`config.mk`:
```
export PLATFORM = sky130hd
export DESIGN_NAME = gshare_pht
export DESIGN_NICKNAME = d
export VERILOG_FILES = /design/src/rtl/gshare_pht.sv
export SDC_FILE = /design/constraint.sdc
export NUM_CORES = 1
export LEC_CHECK = 0
export BUFFER_PORTS_ARGS = -buffer_cell sky130_fd_sc_hd__buf_2
export CAP_MARGIN = 20
export CORE_MARGIN = 2
export CORE_UTILIZATION = 50
export CTS_CLUSTER_SIZE = 10
export DETAILED_ROUTE_END_ITERATION = 16
export GPL_TIMING_DRIVEN = 0
export MAX_ROUTING_LAYER = met4
export PLACE_DENSITY = 0.71
export REMOVE_ABC_BUFFERS = 1
export SLEW_MARGIN = 20
export SYNTH_ARGS = -nofsm -noshare
export SYNTH_HDL_FRONTEND = slang
export SYNTH_SLANG_ARGS = --single-unit
```
`constraint.sdc`:
```
create_clock -name clk -period 3 [get_ports clk]
set_input_delay 0.6 -clock clk [delete_from_list [all_inputs] [get_ports clk]]
set_output_delay 0.6 -clock clk [all_outputs]
set_load 0.005 [all_outputs]
```
`src/rtl/gshare_pht.sv`:
```
// Gshare pattern-history table of 2-bit saturating counters; registered prediction, latency 1.
// No backpressure: a lookup is accepted every cycle, at most one training update per cycle.
module gshare_pht #(
  parameter int PC_W      = 32,
  parameter int IDX_BITS  = 6,
  parameter int HIST_BITS = 4
) (
  input  logic                 clk,
  input  logic                 reset,
  input  logic                 lookup_valid,
  input  logic [PC_W-1:0]      lookup_pc,
  output logic                 pred_valid,
  output logic                 prediction,
  output logic [IDX_BITS-1:0]  pred_index,
  input  logic                 update_valid,
  input  logic [IDX_BITS-1:0]  update_index,
  input  logic                 update_taken,
  output logic [HIST_BITS-1:0] ghr
);

  localparam int ENTRIES = 1 << IDX_BITS;

  logic [1:0]           pht [ENTRIES];
  logic [IDX_BITS-1:0]  lookup_idx;
  logic [1:0]           upd_cnt;
  logic [1:0]           upd_cnt_next;
  logic [HIST_BITS-1:0] ghr_next;

  // The PC's byte-offset bits and anything above the index field never reach the hash.
  generate
    if (PC_W > IDX_BITS + 2) begin : g_pc_hi
      logic unused_pc_bits;
      assign unused_pc_bits = ^{lookup_pc[PC_W-1:IDX_BITS+2], lookup_pc[1:0]};
    end else begin : g_pc_exact
      logic unused_pc_bits;
      assign unused_pc_bits = ^lookup_pc[1:0];
    end
  endgenerate

  assign lookup_idx = lookup_pc[IDX_BITS+1:2] ^ IDX_BITS'(ghr);

  always_comb begin
    upd_cnt      = pht[update_index];
    upd_cnt_next = upd_cnt;
    if (update_taken) begin
      if (upd_cnt != 2'b11) upd_cnt_next = upd_cnt + 2'b01;
    end else begin
      if (upd_cnt != 2'b00) upd_cnt_next = upd_cnt - 2'b01;
    end
  end

  generate
    if (HIST_BITS == 1) begin : g_ghr1
      assign ghr_next = update_taken;
    end else begin : g_ghrn
      assign ghr_next = {ghr[HIST_BITS-2:0], update_taken};
    end
  endgenerate

  // Lookup reads pht/ghr before this edge's update lands, even on an index collision.
  always_ff @(posedge clk) begin
    if (!reset) begin
      for (int i = 0; i < ENTRIES; i++) pht[i] <= 2'b01;
      ghr        <= '0;
      pred_valid <= 1'b0;
      prediction <= 1'b0;
      pred_index <= '0;
    end else begin
      pred_valid <= lookup_valid;
      if (lookup_valid) begin
        pred_index <= lookup_idx;
        prediction <= pht[lookup_idx][1];
      end
      if (update_valid) begin
        pht[update_index] <= upd_cnt_next;
        ghr               <= ghr_next;
      end
    end
  end

endmodule

```
======== After elaboration in Yosys (flattened, before gate mapping) ========
Memory sizes are Yosys's and may differ from the RTL's. A register that Yosys moved wholly into a read port is not among the register bits.
Cells that the tools add are included.
word-level totals
  register bits ........................... 11
  memory bits (writable) .................. 128
  word-level logic and storage cells ...... 21
  input port bits ......................... 43
  output and inout bits ................... 12
  memories kept ........................... 1
memories
  memory  depth  bits a word  read ports  clocked after memory_dff  write ports  RTL line  RTL
  pht     64     2            2           1                         64           23        logic [1:0] pht [ENTRIES];
operators by class
  reduce and logical (&&, ||, !) cells .... 3
  bitwise gates (word level) .............. 1
  equal/unequal tests ..................... 1
  add/subtract/negate cells ............... 2
  mux-type cells .......................... 10
operators by type and width
  operator               number
  $mux W2                4
  $mux W6                1
  $xor A6 B4 Y6          1
  $mux W1                5
  $add A2 B1 Y2 const B  1
  $ne A2 B2 Y1 const B   1
  $reduce_bool A2 Y1     1
  $reduce_or A2 Y1       1
  $sub A2 B1 Y2 const B  1
  $logic_not A1 Y1       1

======== Longest topological paths before layout ========
Gate-level depths: netlist (run 1).
  depth in word-level cells ............... 5
  depth in mapped cells ................... 13
  depth with buffers taken out ............ 8

======== Least setup slack after synthesis (run 1) ========
No wires, ideal clock.
  path kind ............................... input to register
  from .................................... input port lookup_pc[3]
  to ...................................... register prediction (read register of pht)
  library setup time ...................... 128 ps
  stages on the path ...................... 6
  data required time ...................... 2,872 ps
  slack ................................... 116 ps
  arrival time ............................ 2,756 ps
  buffers on the path ..................... 1
  path through ............................ xor2_1 buf_6 mux4_2 mux4_2 nor3b_1 o22ai_1
between the ends
  cells in the longest elaborated chain, start to end .. 1
ends and longest elaborated chain
  what             RTL line  RTL
  start, declared  11        input logic [PC_W-1:0] lookup_pc,
  $xor A6 B4 Y6    40        assign lookup_idx = lookup_pc[IDX_BITS+1:2] ^ IDX_BITS'(ghr);
  end, declared    13        output logic prediction,
Every way passes these cells.
A chain may end at the register's enable or synchronous reset.

==> impl_metrics.yaml, run 1 <==
power:
  p_seq_share_pct: 42.4
  pwr-share-clk_pct: 43.6
  leakagePower_nw: 2.73
  p_comb_share_pct: 14.0
  p_sw_mw: 1.32
  p_int_mw: 3.89
  swShare_pct: 25.3
  power_density_nw_per_um2: 591
  ir_drop_mv: 0.496
synth:
  netlist_area_um2: 7790
  yosys.area.top_type_share_pct: 49.4
  synth_ff_type: "edfxtp_1"
  synth_fa_ha_area_share_pct: 0.273
  synth_top_family_by_area: "simple AND/OR/NAND/NOR gates"
  ys_async_sr_fraction_pct: 0
  synth_compound_area_share_pct: 9.25
  yosys.area.top_type: "edfxtp_1"
  synthXorXnorAreaFrac_pct: 0.450
  netlist-cell-type-count: 60
  synth-simple-area-share_pct: 18.3
  synth.ff_latch_count: 140
  yosysWarnings: 0
  syn_avg_cell_area_um2: 11.7
  yosysSeqAreaShare_pct: 52.4
  yosys-top-cells-area: "edfxtp_1, mux4_2, nor3_2, mux2i_1, o21ai_0"
  synth_edf_count: 128
  post_synth_mux_area_share_pct: 13.5
  synth_cells: 668
floorplanning:
  die_x_um: 129
  num_rows: 45
  coreArea_um2: 15200
  start_util_pct: 51.2
  dieArea_um2: 16600
  io_pins: 55
  fp.dieH_um: 129
sta:
  timing.hold.ws_ns: 0.454
  hold_violations: 0
  max_freq_ghz: 0.338
  finalCritPeriodShare_pct: 98.7
  fin_skew_ns: 0.00889
  finalCriticalPeriod_ns: 2.96
  setup_viol: 0
  drv_slew: 0
  relSlewSlack_pct: 26.8
  tightest_slew_ns: 1.09
clock_tree:
  cts_root_buf: "clkbuf_16"
  clockBufferDepth: 2
  numCtsBuffers: 17
  clk_latency_ns: 0.43
  cts_sinks: 140
  cts_tree: "yes"
  htreeDepth: 4
  clkSlewWorstSetupHoldPaths_ns: 0.06
detailed_routing:
  wl_per_cell_um: 25.9
  wl_mm: 22.4
  via_per_inst: 7.00
  dr.first_iter.drc_count: 970
  drc: 0
  num_vias: 6045
  dr.pass1.iters: 6
  ant_nets: 0
placed_design:
  gp_congestion: 0.866
  io_buffers: 28
  dp_hpwl_mm: 12.9
critical_path:
  worstRegToRegCells: 8
  crit_fanout: 38
  critPathKind: "primary input to register"
  arrival_ns: 3.12
  worstSetupStartpointType: "primary input"
  end_kind: "register"
  cp_data_required_time_ns: 3.16
layout:
  mostFrequentLayoutCells: "edfxtp_1, o21ai_0, nand2_1, nand3_1, nor2_1"
  nNetsFinal: 707
  diodes: 0
  layout_commonest_cell: "edfxtp_1"
  post-route-util_pct: 57.9
  areaGrowthSynthToFinish_pct: 13.1
  drive_above_1_share_pct: 26.2
run_status:
  status: "completed"
global_route:
  grt_max_degree: 82
  grt_usage_pct: 27.5
  grt_pass1_vias: 5671
  grt-ovfl-total: 0
  antenna_found_initial: 0
  grt_pass1_wl_mm: 32.4
min_path:
  holdCritPathClass: "primary input to register"
  hold_path_depth: 3
job:
  max_cap_violations: 0
-- final cells by class --
type / count / area [µm²]
fillers: 1201 / 6400
clock inverters: 13 / 199
inverters: 5 / 22.5
multi-input cells: 454 / 3410
clock buffers: 18 / 429
well taps: 188 / 235
repair buffers: 46 / 423
flip-flops and latches: 140 / 4080
-- stage by stage --
step | setup slack (ns) | power (mW) | setup TNS, ns | area, µm² | cells
after global placement | -2.85 | 2.79 | -409.21 | 7730 | 810
after global routing | -0.0248 | 5.31 | -0.305 | 8810 | 864
after CTS | 0.0170 | 5.13 | 0 | 8680 | 857
after detailed placement | -1.34 | 2.84 | -213.59 | 7940 | 820
final | 0.0390 | 5.21 | 0 | 8810 | 864
after floorplan | -0.529 | 2.58 | -49.25 | 7350 | 594
-- power groups by stage --
| stage | sequential [mW] | combinational, mW | clock (mW) |
|---|---|---|---|
| 4_1_cts | 2.20 | 0.664 | 2.26 |
| 5_1_grt | 2.21 | 0.755 | 2.34 |
| 6_report | 2.21 | 0.731 | 2.27 |
| 3_5_place_dp | 2.25 | 0.598 | 0 |
| 2_1_floorplan | 2.23 | 0.347 | 0 |
| 3_3_place_gp | 2.24 | 0.550 | 0 |
-- flip-flops by register name (all words and copies together) (netlist names) --
register    flops
pht           128
pred_index      6
pred_valid      1
prediction      1
ghr             4
-- worst paths after layout --
kind	slack, ns	start	endpoint
worst max-delay path	0.04	update_index[0]	pht[60][1]$_SDFFCE_PN0P_
worst min-delay path	0.45	update_taken	ghr[0]$_SDFFE_PN0P_
worst max register to register	0.13	pht[47][1]$_SDFFCE_PN0P_	pht[60][1]$_SDFFCE_PN0P_
worst min register to register	0.48	pred_index[3]$_SDFFE_PN0P_	pred_index[3]$_SDFFE_PN0P_
-- worst max-delay path: stages --
cell and delay (ns):
buf_6 0.30, nor2_1 0.31, a22o_1 0.25, a22oi_1 0.12
o21ai_0 0.17, a2111oi_2 0.43, and3_4 0.33, maj3_4 0.27
clkbuf_16 0.23, nor3_1 0.06
-- logic make-up after synthesis --
family                     after synthesis
AOI/OAI and AO/OA                      120
and+or+nand+nor                        253
adders and majority gates                2
xor gates and xnor gates                 4
muxes                                   70
buffers and inverters                   79
DFF                                    140
-- synth_stat cells (all sizes together), types with 3 or more instances --
| library cell | count |
|---|---|
| a21oi | 13 |
| a221oi | 6 |
| a22oi | 5 |
| a31oi | 4 |
| and2 | 3 |
| buf | 40 |
| clkbuf | 34 |
| dfxtp | 12 |
| edfxtp | 128 |
| inv | 4 |
| mux2 | 9 |
| mux2i | 34 |
| mux4 | 27 |
| nand2 | 54 |
| nand2b | 4 |
| nand3 | 54 |
| nand3b | 3 |
| nand4 | 4 |
| nor2 | 45 |
| nor2b | 10 |
| nor3 | 59 |
| nor3b | 4 |
| o21ai | 67 |
| o22ai | 7 |
| o2bb2ai | 3 |
| xor2 | 3 |
-- timing repair --
| action | 4_1_cts | 5_1_grt |
|---|---|---|
| resized for setup | 16 | 10 |
| pin swaps | 2 | 1 |
| setup buffers | 1 | 5 |
| cloned | 5 | 2 |
| endpoints found under the setup margin | 182 | 172 |
| hold buffers | 0 | 0 |
-- metal layers --
layer	vias up	wire length [µm]	track usage, %
met5	-	0	-
met4	0	1110	11.8
met3	119	2900	7.19
met2	469	10400	41.9
met1	2924	8000	35.0
li1	2533	-	-
(Power assumes the default switching activity.)
==> run 2: changes to the inputs <==
--- a/config.mk
+++ b/config.mk
@@ -9,11 +9,12 @@
 export CAP_MARGIN = 20
 export CORE_MARGIN = 2
 export CORE_UTILIZATION = 50
+export CTS_CLUSTER_DIAMETER = 40
 export CTS_CLUSTER_SIZE = 10
 export DETAILED_ROUTE_END_ITERATION = 16
 export GPL_TIMING_DRIVEN = 0
 export MAX_ROUTING_LAYER = met4
-export PLACE_DENSITY = 0.71
+export PLACE_DENSITY = 0.68
 export REMOVE_ABC_BUFFERS = 1
 export SLEW_MARGIN = 20
 export SYNTH_ARGS = -nofsm -noshare
==> constraint.sdc (replaced) <==
create_clock -name clk -period 3.7 [get_ports clk]
set_input_delay 0.74 -clock clk [delete_from_list [all_inputs] [get_ports clk]]
set_output_delay 0.74 -clock clk [all_outputs]
set_load 0.005 [all_outputs]
==> impl_metrics.yaml, run 2 (synthesis gave the netlist of run 1 again) <==
placed_design:
  dp_hpwl_mm: 13.1
  dp_slack_ns: -0.853
  gp_congestion: 0.916
  io_buffers: 28
  place_area_um2: 7950
layout:
  diodes: 0
  areaGrowthSynthToFinish_pct: 10.4
  top_register: "pht"
  fillers: 1258
  post-route-util_pct: 56.6
  layout_commonest_cell: "edfxtp_1"
  largest_register_ffs: 128
  mostFrequentLayoutCells: "edfxtp_1, o21ai_0, nand2_1"
  largestRegisters: "pht (128), pred_index (6), ghr (4)"
  nNetsFinal: 696
  multi_input_area_um2: 3320
  drive_above_1_share_pct: 24.3
  seq_area_um2: 4080
  design_area_um2: 8600
power:
  total_power_mw: 4.13
  power_density_nw_per_um2: 480
  ir_drop_mv: 0.326
  pwr-share-clk_pct: 44.3
  swShare_pct: 24.6
  p_comb_share_pct: 12.4
  leakagePower_nw: 2.65
  p_int_mw: 3.12
  p_seq_share_pct: 43.3
  p_sw_mw: 1.02
sta:
  finalCritPeriodShare_pct: 96.9
  tightest_slew_ns: 1.08
  hold_violations: 0
  setup_viol: 0
  relSlewSlack_pct: 27.6
  grt_setup_unrepaired: "false"
  fin_skew_ns: 0.0111
  drv_slew: 0
  max_freq_ghz: 0.279
  fin_ws_ns: 0.114
  finalCriticalPeriod_ns: 3.59
  timing.hold.ws_ns: 0.472
clock_tree:
  cts_setup_buffers: 0
  numCtsBuffers: 17
  clkSlewWorstSetupHoldPaths_ns: 0.06
  clk_latency_ns: 0.43
  cts_tree: "yes"
  cts_root_buf: "clkbuf_16"
  hold_buffers: 0
  clockBufferDepth: 2
  cts_sinks: 140
  htreeDepth: 4
detailed_routing:
  drc: 0
  num_vias: 5819
  via_per_inst: 6.81
  wl_mm: 21.1
  wl_per_cell_um: 24.7
  ant_nets: 0
  dr.pass1.iters: 6
  dr.first_iter.drc_count: 750
critical_path:
  worst_path_max_delay_cell: "and2_0"
  end_kind: "register"
  crit_family: "simple AND/OR/NAND/NOR gates"
  path_cells: "buf_6, and2_0, a22oi_1, o22a_1, nor2_1, a2111oi_2, and3_1, maj3_4, buf_16, nor3_1"
  crit_fanout: 52
  critPathKind: "primary input to register"
  crit_buf_inv: 2
  arrival_ns: 3.82
  cp_data_required_time_ns: 3.93
  slowest_delay_ns: 0.64
  worstSetupStartpointType: "primary input"
floorplanning:
  io_pins: 55
  num_rows: 45
  start_util_pct: 51.2
  dieArea_um2: 16600
  fp.dieH_um: 129
  coreArea_um2: 15200
  die_x_um: 129
global_route:
  grt_pass1_wl_mm: 32.0
  antenna_found_initial: 0
  grt_usage_pct: 27.2
  grt-ovfl-total: 0
  grt_max_degree: 82
  grt_pass1_vias: 5481
min_path:
  holdCritPathClass: "register to register"
run_status:
  status: "completed"
job:
  max_cap_violations: 0
==> run 2: worst paths after layout <==
| path | from | to | slack, ns | cells past startpoint |
|---|---|---|---|---|
| max | update_index[2] | pht[0][1]$_SDFFCE_PN0P_ | 0.11 | 10 |
| max reg2reg | pht[47][1]$_SDFFCE_PN0P_ | pht[0][1]$_SDFFCE_PN0P_ | 0.61 | 8 |
| min | pred_index[3]$_SDFFE_PN0P_ | pred_index[3]$_SDFFE_PN0P_ | 0.47 | 1 |
| min reg2reg | pred_index[3]$_SDFFE_PN0P_ | pred_index[3]$_SDFFE_PN0P_ | 0.47 | 1 |
==> run 2: final cells by class <==
| type | count | share of cell area [%] |
|---|---|---|
| clock buffer | 18 | 4.99 |
| tap | 188 | 2.74 |
| clock inverter | 14 | 2.33 |
| multi-input combinational | 449 | 38.6 |
| inverter | 5 | 0.262 |
| sequential | 140 | 47.5 |
| timing repair buffer | 40 | 3.54 |
==> run 2: routing by layer <==
layer  up-vias  GRT usage (%)  wire length [µm]  part of all wire, %
met5         -              -                 0                    0
met4         0           11.3               672                  3.2
met3        57           5.07              1840                  8.7
met2       358           41.7             10000                   47
met1      2906           35.8              8570                   41
li1       2498              -                 -                    -
==> run 2: what timing repair did <==
| item | in CTS | in global routing |
|---|---|---|
| resized for setup | 2 | 3 |
| pin swaps | 0 | 0 |
| endpoints found under the setup margin | 116 | 78 |
| cloned | 0 | 0 |
==> run 2: metrics by stage <==
stage / instances / setup TNS [ns]
after floorplan: 594 / 0
after global placement: 810 / -282.57
after detailed placement: 822 / -88.70
after CTS: 854 / 0
after global routing: 854 / 0
final: 854 / 0
==> run 2: worst reg2reg max path, stage by stage, from the launching register on <==
cell       delay, ns
edfxtp_1        0.40
mux4_2          0.50
a221oi_1        0.30
nor2_1          0.15
a2111oi_2       0.28
and3_1          0.27
maj3_4          0.43
buf_16          0.33
nor3_1          0.13
==> run 2: power groups by stage <==
stage | clock network (mW) | registers, mW | logic, mW
2_1_floorplan | 0 | 1.81 | 0.282
3_5_place_dp | 0 | 1.82 | 0.500
4_1_cts | 1.83 | 1.79 | 0.503
3_3_place_gp | 0 | 1.82 | 0.452
5_1_grt | 1.89 | 1.79 | 0.540
6_report | 1.83 | 1.79 | 0.511
